==> src/rtl/lfsr_rng_pkg.sv <==
// lfsr_rng_pkg
//   Shared types and constants for the LFSR random-byte buffer:
//   FSM state encoding, sample byte width, default parameter values
//   and the sample whitening helper.
package lfsr_rng_pkg;

   localparam int SAMPLE_W        = 8;
   localparam int DEPTH_DEF       = 8;
   localparam int STUCK_LIMIT_DEF = 4;

   typedef enum logic [1:0] {
      ST_IDLE = 2'd0,
      ST_RUN  = 2'd1,
      ST_HALT = 2'd2
   } state_e;

   // Folds two bytes of the LFSR state into one output byte.
   function automatic logic [SAMPLE_W-1:0] sample_byte(input logic [SAMPLE_W-1:0] lo,
                                                        input logic [SAMPLE_W-1:0] hi);
      return lo ^ hi;
   endfunction

endpackage

==> src/rtl/lfsr_rng_buffer_if.sv <==
// lfsr_rng_buffer_if
//   Read-side valid/ready handshake of the random-byte buffer.
//   rd_valid : buffer holds at least one byte
//   rd_data  : byte at the head of the buffer
//   rd_ready : consumer accepts the head byte this cycle
//   master = the buffer (producer), slave = the consumer.
interface lfsr_rng_buffer_if;
   import lfsr_rng_pkg::*;

   logic                rd_valid;
   logic [SAMPLE_W-1:0] rd_data;
   logic                rd_ready;

   modport master (output rd_valid, output rd_data, input rd_ready);
   modport slave  (input rd_valid, input rd_data, output rd_ready);

endinterface

==> src/rtl/lfsr_rng_buffer_fifo.sv <==
// rng_fifo
//   Byte FIFO with occupancy count, synchronous flush and simultaneous
//   push/pop when full.
//   clk, rst_n : clock, async active-low reset
//   clear_i    : synchronous flush, wins over push/pop
//   push_i     : write data_i (ignored when full unless popping too)
//   pop_i      : remove head byte (ignored when empty)
//   data_o     : head byte, forced to 0 while empty
//   full_o, empty_o, count_o : occupancy status
module rng_fifo
   import lfsr_rng_pkg::*;
#(
   parameter int DEPTH = DEPTH_DEF
) (
   input  logic                  clk,
   input  logic                  rst_n,
   input  logic                  clear_i,
   input  logic                  push_i,
   input  logic [SAMPLE_W-1:0]   data_i,
   input  logic                  pop_i,
   output logic [SAMPLE_W-1:0]   data_o,
   output logic                  full_o,
   output logic                  empty_o,
   output logic [$clog2(DEPTH):0] count_o
);
   localparam int AW = $clog2(DEPTH);
   localparam int CW = AW + 1;

   logic [SAMPLE_W-1:0] mem_q [DEPTH];
   logic [SAMPLE_W-1:0] mem_d [DEPTH];
   logic [AW-1:0]       wr_ptr_q, wr_ptr_d;
   logic [AW-1:0]       rd_ptr_q, rd_ptr_d;
   logic [CW-1:0]       count_q, count_d;
   logic                do_push_s, do_pop_s;

   assign full_o  = (count_q == CW'(DEPTH));
   assign empty_o = (count_q == {CW{1'b0}});
   assign count_o = count_q;
   // Gate the head so stale storage never leaks out while empty.
   assign data_o  = empty_o ? {SAMPLE_W{1'b0}} : mem_q[rd_ptr_q];

   // Next-state for storage, pointers and occupancy.
   always_comb begin
      do_pop_s  = pop_i && !empty_o;
      // A full FIFO still accepts a byte when the head leaves in the same cycle.
      do_push_s = push_i && (!full_o || do_pop_s);
      mem_d     = mem_q;
      wr_ptr_d  = wr_ptr_q;
      rd_ptr_d  = rd_ptr_q;
      count_d   = count_q;
      if (clear_i) begin
         wr_ptr_d = {AW{1'b0}};
         rd_ptr_d = {AW{1'b0}};
         count_d  = {CW{1'b0}};
      end else begin
         if (do_push_s) begin
            mem_d[wr_ptr_q] = data_i;
            wr_ptr_d        = wr_ptr_q + AW'(1'b1);
         end else begin
            wr_ptr_d = wr_ptr_q;
         end
         if (do_pop_s) begin
            rd_ptr_d = rd_ptr_q + AW'(1'b1);
         end else begin
            rd_ptr_d = rd_ptr_q;
         end
         case ({do_push_s, do_pop_s})
            2'b10:   count_d = count_q + CW'(1'b1);
            2'b01:   count_d = count_q - CW'(1'b1);
            default: count_d = count_q;
         endcase
      end
   end

   // FIFO state registers.
   always_ff @(posedge clk or negedge rst_n) begin
      if (!rst_n) begin
         for (int i = 0; i < DEPTH; i++) begin
            mem_q[i] <= {SAMPLE_W{1'b0}};
         end
         wr_ptr_q <= {AW{1'b0}};
         rd_ptr_q <= {AW{1'b0}};
         count_q  <= {CW{1'b0}};
      end else begin
         mem_q    <= mem_d;
         wr_ptr_q <= wr_ptr_d;
         rd_ptr_q <= rd_ptr_d;
         count_q  <= count_d;
      end
   end

endmodule

==> src/rtl/lfsr_rng_buffer.sv <==
// lfsr_rng_buffer
//   Samples a free-running upstream LFSR into a byte FIFO and watches the
//   LFSR for a stuck source (all-zero state or repeated state).
//   clk, rst_n   : clock, async active-low reset
//   lfsr_state_i : upstream LFSR state, new value each cycle
//   enable_i     : sampling enable
//   clear_i      : synchronous flush of FIFO, flags and stuck counter
//   bus          : read handshake (rd_valid / rd_data / rd_ready)
//   count_o      : FIFO occupancy
//   overflow_o   : sticky, a sample was dropped on a full FIFO
//   stuck_o      : sticky, upstream LFSR declared stuck
module lfsr_rng_buffer
   import lfsr_rng_pkg::*;
#(
   parameter int DEPTH       = DEPTH_DEF,
   parameter int STUCK_LIMIT = STUCK_LIMIT_DEF
) (
   input  logic                   clk,
   input  logic                   rst_n,
   input  logic [31:0]            lfsr_state_i,
   input  logic                   enable_i,
   input  logic                   clear_i,
   lfsr_rng_buffer_if.master      bus,
   output logic [$clog2(DEPTH):0] count_o,
   output logic                   overflow_o,
   output logic                   stuck_o
);
   localparam int                CNT_W   = 4;
   localparam logic [CNT_W-1:0]  CNT_MAX = CNT_W'(STUCK_LIMIT - 1);

   state_e              state_q, state_d;
   logic [31:0]         prev_q, prev_d;
   logic [CNT_W-1:0]    cnt_q, cnt_d;
   logic                overflow_q, overflow_d;
   logic                stuck_q, stuck_d;

   logic                run_s, same_s, stuck_fire_s, push_s, pop_s;
   logic                full_s, empty_s;
   logic [CNT_W-1:0]    cnt_inc_s;
   logic [SAMPLE_W-1:0] sample_s;

   // Sampling, stuck detection and push/pop qualification.
   always_comb begin
      run_s    = (state_q == ST_RUN);
      same_s   = (lfsr_state_i == prev_q);
      sample_s = sample_byte(lfsr_state_i[7:0], lfsr_state_i[23:16]);
      if (cnt_q == CNT_MAX) begin
         cnt_inc_s = cnt_q;
      end else begin
         cnt_inc_s = cnt_q + CNT_W'(1'b1);
      end
      // Fires on the STUCK_LIMIT-th identical state in a row, so the
      // offending sample itself is never pushed.
      stuck_fire_s = run_s && !clear_i &&
                     ((lfsr_state_i == 32'h0000_0000) || (same_s && (cnt_inc_s == CNT_MAX)));
      push_s       = run_s && enable_i && !stuck_fire_s && !clear_i;
      pop_s        = bus.rd_ready && !empty_s && !clear_i;
   end

   // FSM, stuck counter and sticky flag next-state.
   always_comb begin
      state_d    = state_q;
      prev_d     = lfsr_state_i;
      cnt_d      = cnt_q;
      overflow_d = overflow_q;
      stuck_d    = stuck_q;
      if (clear_i) begin
         state_d    = ST_IDLE;
         cnt_d      = {CNT_W{1'b0}};
         overflow_d = 1'b0;
         stuck_d    = 1'b0;
      end else begin
         case (state_q)
            ST_IDLE: begin
               if (enable_i) begin
                  state_d = ST_RUN;
               end else begin
                  state_d = ST_IDLE;
               end
            end
            ST_RUN: begin
               if (stuck_fire_s) begin
                  state_d = ST_HALT;
               end else if (!enable_i) begin
                  state_d = ST_IDLE;
               end else begin
                  state_d = ST_RUN;
               end
            end
            ST_HALT: state_d = ST_HALT;
            default: state_d = ST_IDLE;
         endcase
         if (run_s && same_s) begin
            cnt_d = cnt_inc_s;
         end else begin
            cnt_d = {CNT_W{1'b0}};
         end
         // Full implies non-empty, so a pop frees exactly the slot being pushed.
         overflow_d = overflow_q | (push_s && full_s && !pop_s);
         stuck_d    = stuck_q | stuck_fire_s;
      end
   end

   // Control registers.
   always_ff @(posedge clk or negedge rst_n) begin
      if (!rst_n) begin
         state_q    <= ST_IDLE;
         prev_q     <= 32'h0000_0000;
         cnt_q      <= {CNT_W{1'b0}};
         overflow_q <= 1'b0;
         stuck_q    <= 1'b0;
      end else begin
         state_q    <= state_d;
         prev_q     <= prev_d;
         cnt_q      <= cnt_d;
         overflow_q <= overflow_d;
         stuck_q    <= stuck_d;
      end
   end

   rng_fifo #(.DEPTH(DEPTH)) u_fifo (
      .clk     (clk),
      .rst_n   (rst_n),
      .clear_i (clear_i),
      .push_i  (push_s),
      .data_i  (sample_s),
      .pop_i   (pop_s),
      .data_o  (bus.rd_data),
      .full_o  (full_s),
      .empty_o (empty_s),
      .count_o (count_o)
   );

   assign bus.rd_valid = !empty_s;
   assign overflow_o   = overflow_q;
   assign stuck_o      = stuck_q;

endmodule

==> src/flat_wrapper.sv <==
// flat-port wrapper written by rule: the top's interface ports become plain ports
module lfsr_rng_buffer_flat import lfsr_rng_pkg::*;
#(
   parameter int DEPTH       = DEPTH_DEF,
   parameter int STUCK_LIMIT = STUCK_LIMIT_DEF
)
  (clk, rst_n, lfsr_state_i, enable_i, clear_i, count_o, overflow_o, stuck_o, bus_rd_valid, bus_rd_data, bus_rd_ready);
  lfsr_rng_buffer_if bus_i ();
  input  logic clk;
  input  logic rst_n;
  input  logic [31:0] lfsr_state_i;
  input  logic enable_i;
  input  logic clear_i;
  output logic [$clog2(DEPTH):0] count_o;
  output logic overflow_o;
  output logic stuck_o;
  output wire logic [$bits(bus_i.rd_valid)-1:0] bus_rd_valid;
  output wire logic [$bits(bus_i.rd_data)-1:0] bus_rd_data;
  input wire logic [$bits(bus_i.rd_ready)-1:0] bus_rd_ready;
  assign bus_rd_valid = bus_i.rd_valid;
  assign bus_rd_data = bus_i.rd_data;
  assign bus_i.rd_ready = bus_rd_ready;
  lfsr_rng_buffer #(.DEPTH(DEPTH), .STUCK_LIMIT(STUCK_LIMIT)) u_core (.clk(clk), .rst_n(rst_n), .lfsr_state_i(lfsr_state_i), .enable_i(enable_i), .clear_i(clear_i), .bus(bus_i), .count_o(count_o), .overflow_o(overflow_o), .stuck_o(stuck_o));
endmodule
==> config.mk <==
export PLATFORM = sky130hd
export DESIGN_NAME = lfsr_rng_buffer_flat
export DESIGN_NICKNAME = d
export VERILOG_FILES = /design/src/rtl/lfsr_rng_pkg.sv /design/src/rtl/lfsr_rng_buffer_if.sv /design/src/rtl/lfsr_rng_buffer_fifo.sv /design/src/rtl/lfsr_rng_buffer.sv /design/src/flat_wrapper.sv
export SDC_FILE = /design/constraint.sdc
export NUM_CORES = 1
export LEC_CHECK = 0
export CAP_MARGIN = 10
export CORE_ASPECT_RATIO = 0.5
export CORE_MARGIN = 2
export CORE_UTILIZATION = 57
export DETAILED_ROUTE_END_ITERATION = 12
export PLACE_DENSITY = 0.8
export SYNTH_ARGS = -nofsm -noshare
export SYNTH_HDL_FRONTEND = slang
export SYNTH_HIERARCHICAL = 1
export SYNTH_SLANG_ARGS = --single-unit
==> constraint.sdc <==
create_clock -name clk -period 3.35 [get_ports clk]
set_clock_uncertainty 0.05 [all_clocks]
set_input_delay 0.67 -clock clk [delete_from_list [all_inputs] [get_ports clk]]
set_output_delay 0.67 -clock clk [all_outputs]
set_load 0.05 [all_outputs]
==> metrics.txt <==
Pre-Repair DR Iteration Count=5; number of flops mapped to enable cells by yosys=0; per-cell routed wire length=21.57 microns; number of standard cells after synthesis=386; overall die width=140.6 microns; Post-Syn Nets=428; outcome=complete, no violations; maximum capacitance violations=0; Yosys warning total=6; final critical delay including setup and external delays=3.286 ns; Tightest Pin Transition=0.8873 ns; maximum clock frequency=0.3043 GHz; DRC violation total after the first TritonRoute iteration=315; wire length of the first global-routing pass=21.10 mm; CP cell instances=clkdlybuf4s50_1 > xnor2_1 > nand4_1 > nor4_4 > a31oi_2 > and3_4 > nor2_2 > ha_1 > o21a_1 > nor2_1 > o311a_1 > mux2_2; clk buf depth=2; startpoint-to-endpoint class of the critical path=in2reg; P&R area growth vs syn=29.79%; worst path setup slack after routing=0.06398 ns; number of different library cells in the post-synthesis netlist=44; number of hold buffers added after cts=0; end-of-flow core utilization=0.7765; floorplan die area=10170 sq um; # clock sinks=114; CTS H-Tree Depth=4; synthesized area=5318 sq um; type of the worst min-delay path=in2async; top-level I/O count=52; Layout Nets=523; leakage power of the design=0.003159 uW; number of remaining DRC errors=0; Setup crit start kind=primary input; cell area after placement=6227 sq um; detailed placer's ending HPWL=8.277 mm; worst flop-to-flop path endpoint=u_core/u_fifo/mem_q[5]$_DFFE_PN0P_; number of placed instances with taps included=579; max_slew headroom=0.4085; largest net degree at the start of global routing=64; flops & latches, synth=114; fillcell total=528; number of buffer cells added on primary ports=51; worst endpoint data arrival time=3.51 ns; final setup violation count=0; Crit path required time=3.58 ns; count of final hold-check violations=0; per-instance average area after synthesis=13.78 sq um; CTS Buf Count=17; final design instance area without fill=6902 sq um; clock tree from TritonCTS=done; Most used DFF post-synth=dfrtp_1; share of post-route cells with drive strength above 1=0.3583; final slew viol count=0; Design Power=3653 uW; total routing resource utilization after global routing=0.2818; post-detailed-route count of antenna-violating nets=0; sequential cell area fraction in the yosys report=0.5365; Power per Cell Area=529.2 nW/um^2; Ant. Diodes=0; critical path capture point type=register; root buf cell=clkbuf_16; Worst-path clk slew=0.05 ns; clock insertion delay at the later pin of the skew report=0.40 ns; cell depth of the worst flop-to-flop path=10; worst reg2reg setup slack=0.31 ns; initial antenna violation count=0; total wirelength of the detailed-routed design=13.18 mm; total grt overflow=0; num rows=24; Crit Path Max Fanout=6; worst supply voltage drop on vdd=397.0 uV; overall via count from detail_route=3645; Die H=72.30 microns; Async SR Flop Fraction=1.000; critical path's largest stage delay=0.53 ns; Initial Utilization=0.5983; cell type of the slowest stage on the worst timing path=clkdlybuf4s50_1; post-route non-filler standard cell count=611; vias per std cell=5.966; worst-case setup slack after placement=-0.3360 ns; reg-to-reg startpoint=u_core/cnt_q[0]$_DFF_PN0_; core box area=8889 sq um; global placer's final weighted congestion=0.8405; share of the clock period used by the worst path=0.9809; number of global-route vias before repair=3962
==> cell type report <==
class | count | area (sq um) | area share
repair buffers | 90 | 830.8 | 0.1204
inverters | 7 | 26.28 | 0.003807
clock buffers | 24 | 511.7 | 0.07415
multi-input cells | 251 | 2411 | 0.3493
well taps | 117 | 146.4 | 0.02121
clock inverters | 8 | 122.6 | 0.01777
flip-flops and latches | 114 | 2853 | 0.4133
==> synth_stat cells, types with 2 or more instances <==
library cell,number,area (sq um)
clkbuf_1,5,18.77
and3_1,2,12.51
ha_1,5,62.56
buf_4,3,22.52
o311a_1,2,20.02
xnor2_1,36,315.3
nor2_1,28,105.1
nand3_1,3,15.01
inv_1,7,26.28
xor2_1,13,113.9
dfrtp_1,114,2853
a21oi_1,6,30.03
nand2b_1,3,18.77
nor4_1,9,56.30
nand2_1,4,15.01
nor4_2,4,50.05
buf_2,5,25.02
nand4_1,11,68.82
mux2_2,65,732.0
o21ai_0,4,20.02
mux2i_1,11,110.1
nor3_1,4,20.02
a211oi_1,2,15.01
a31oi_1,2,12.51
nand4b_1,2,17.52
nor2b_1,3,18.77
mux4_2,16,360.4
==> worst max path at each step <==
stage                                         startpoint                                   end  slack [ns]  cells past startpoint
floorplan           u_core/u_fifo/count_o[1]$_DFFE_PN0P_  u_core/u_fifo/count_o[3]$_DFFE_PN0P_        0.19                     11
global placement                        lfsr_state_i[17]  u_core/u_fifo/count_o[3]$_DFFE_PN0P_       -0.30                     12
detailed placement                       lfsr_state_i[0]  u_core/u_fifo/count_o[3]$_DFFE_PN0P_       -0.34                     12
CTS                                      lfsr_state_i[0]  u_core/u_fifo/count_o[3]$_DFFE_PN0P_       0.003                     12
global route                            lfsr_state_i[23]  u_core/u_fifo/count_o[3]$_DFFE_PN0P_        -0.1                     12
finish                                  lfsr_state_i[23]  u_core/u_fifo/count_o[3]$_DFFE_PN0P_        0.06                     12
==> metal layers <==
layer	global-route usage	wire length, microns	vias up	part of all wire
met4	0.09333	201	0	0.015
met2	0.4831	6553	133	0.50
li1	-	-	1606	-
met3	0.06997	780	24	0.059
met5	0	0	-	0
met1	0.3625	5643	1882	0.43
==> sequential cells by signal (all words and copies together), names as in the netlist <==
signal and count:
u_core/u_fifo/mem_q 64, u_core/prev_q 32, u_core/cnt_q 4, u_core/u_fifo/count_o 4, u_core/u_fifo/rd_ptr_q 3, u_core/u_fifo/wr_ptr_q 3, u_core/state_q 2, u_core/overflow_o 1
u_core/stuck_o 1
==> cell usage in the layout, fill, tap and decap left out, types with 5 or more instances in the layout <==
cell             synthesis  layout
mux2i_1                 11      11
clkdlybuf4s50_1          0      37
nand4_1                 11      11
nor4_1                   9       7
nor4_2                   4       5
xnor2_1                 36      35
ha_1                     5       5
nor2_1                  28      27
buf_4                    3      45
clkbuf_16                0      17
clkbuf_8                 0       6
mux2_2                  65      65
a21oi_1                  6       6
mux4_2                  16      16
dfrtp_1                114     114
inv_1                    7       6
xor2_1                  13      13
dlymetal6s2s_1           0       5
==> report_power, final <==
group / leakage [uW] / switching, uW / internal (uW)
sequential: 0.00150 / 27.9 / 1430
clock: 0.000316 / 602 / 1290
combinational: 0.00134 / 148 / 153
total: 0.00316 / 778 / 2870
==> what timing repair did <==
action,in CTS,in global routing
endpoints found under the setup margin,0,2
buffers inserted,0,0
gates resized for setup,0,11
==> worst max-delay path, delay by kind of cell <==
family,cells,cell delay (ns)
AOI/OAI and AO/OA,3,0.45
xor gates and xnor gates,1,0.14
adders and majority gates,1,0.28
buffers and inverters,1,0.53
muxes,1,0.33
and+or+nand+nor,5,1.12
==> logic make-up after synthesis <==
family / share of synthesized area
mux: 0.2261
buf+inv: 0.01812
compound gates: 0.03247
xor+xnor: 0.08071
fa+ha+maj: 0.01176
flops: 0.5365
simple gates: 0.09435
==> metrics by stage <==
stage          setup TNS, ns  hold WS, ns
4_1_cts                    0       0.3200
2_1_floorplan              0       0.3244
6_report                   0       0.3015
3_5_place_dp          -6.638       0.4377
5_1_grt             -0.09523       0.3630
3_3_place_gp          -5.305       0.4311
No activity file was read; power rests on OpenSTA's default activity.
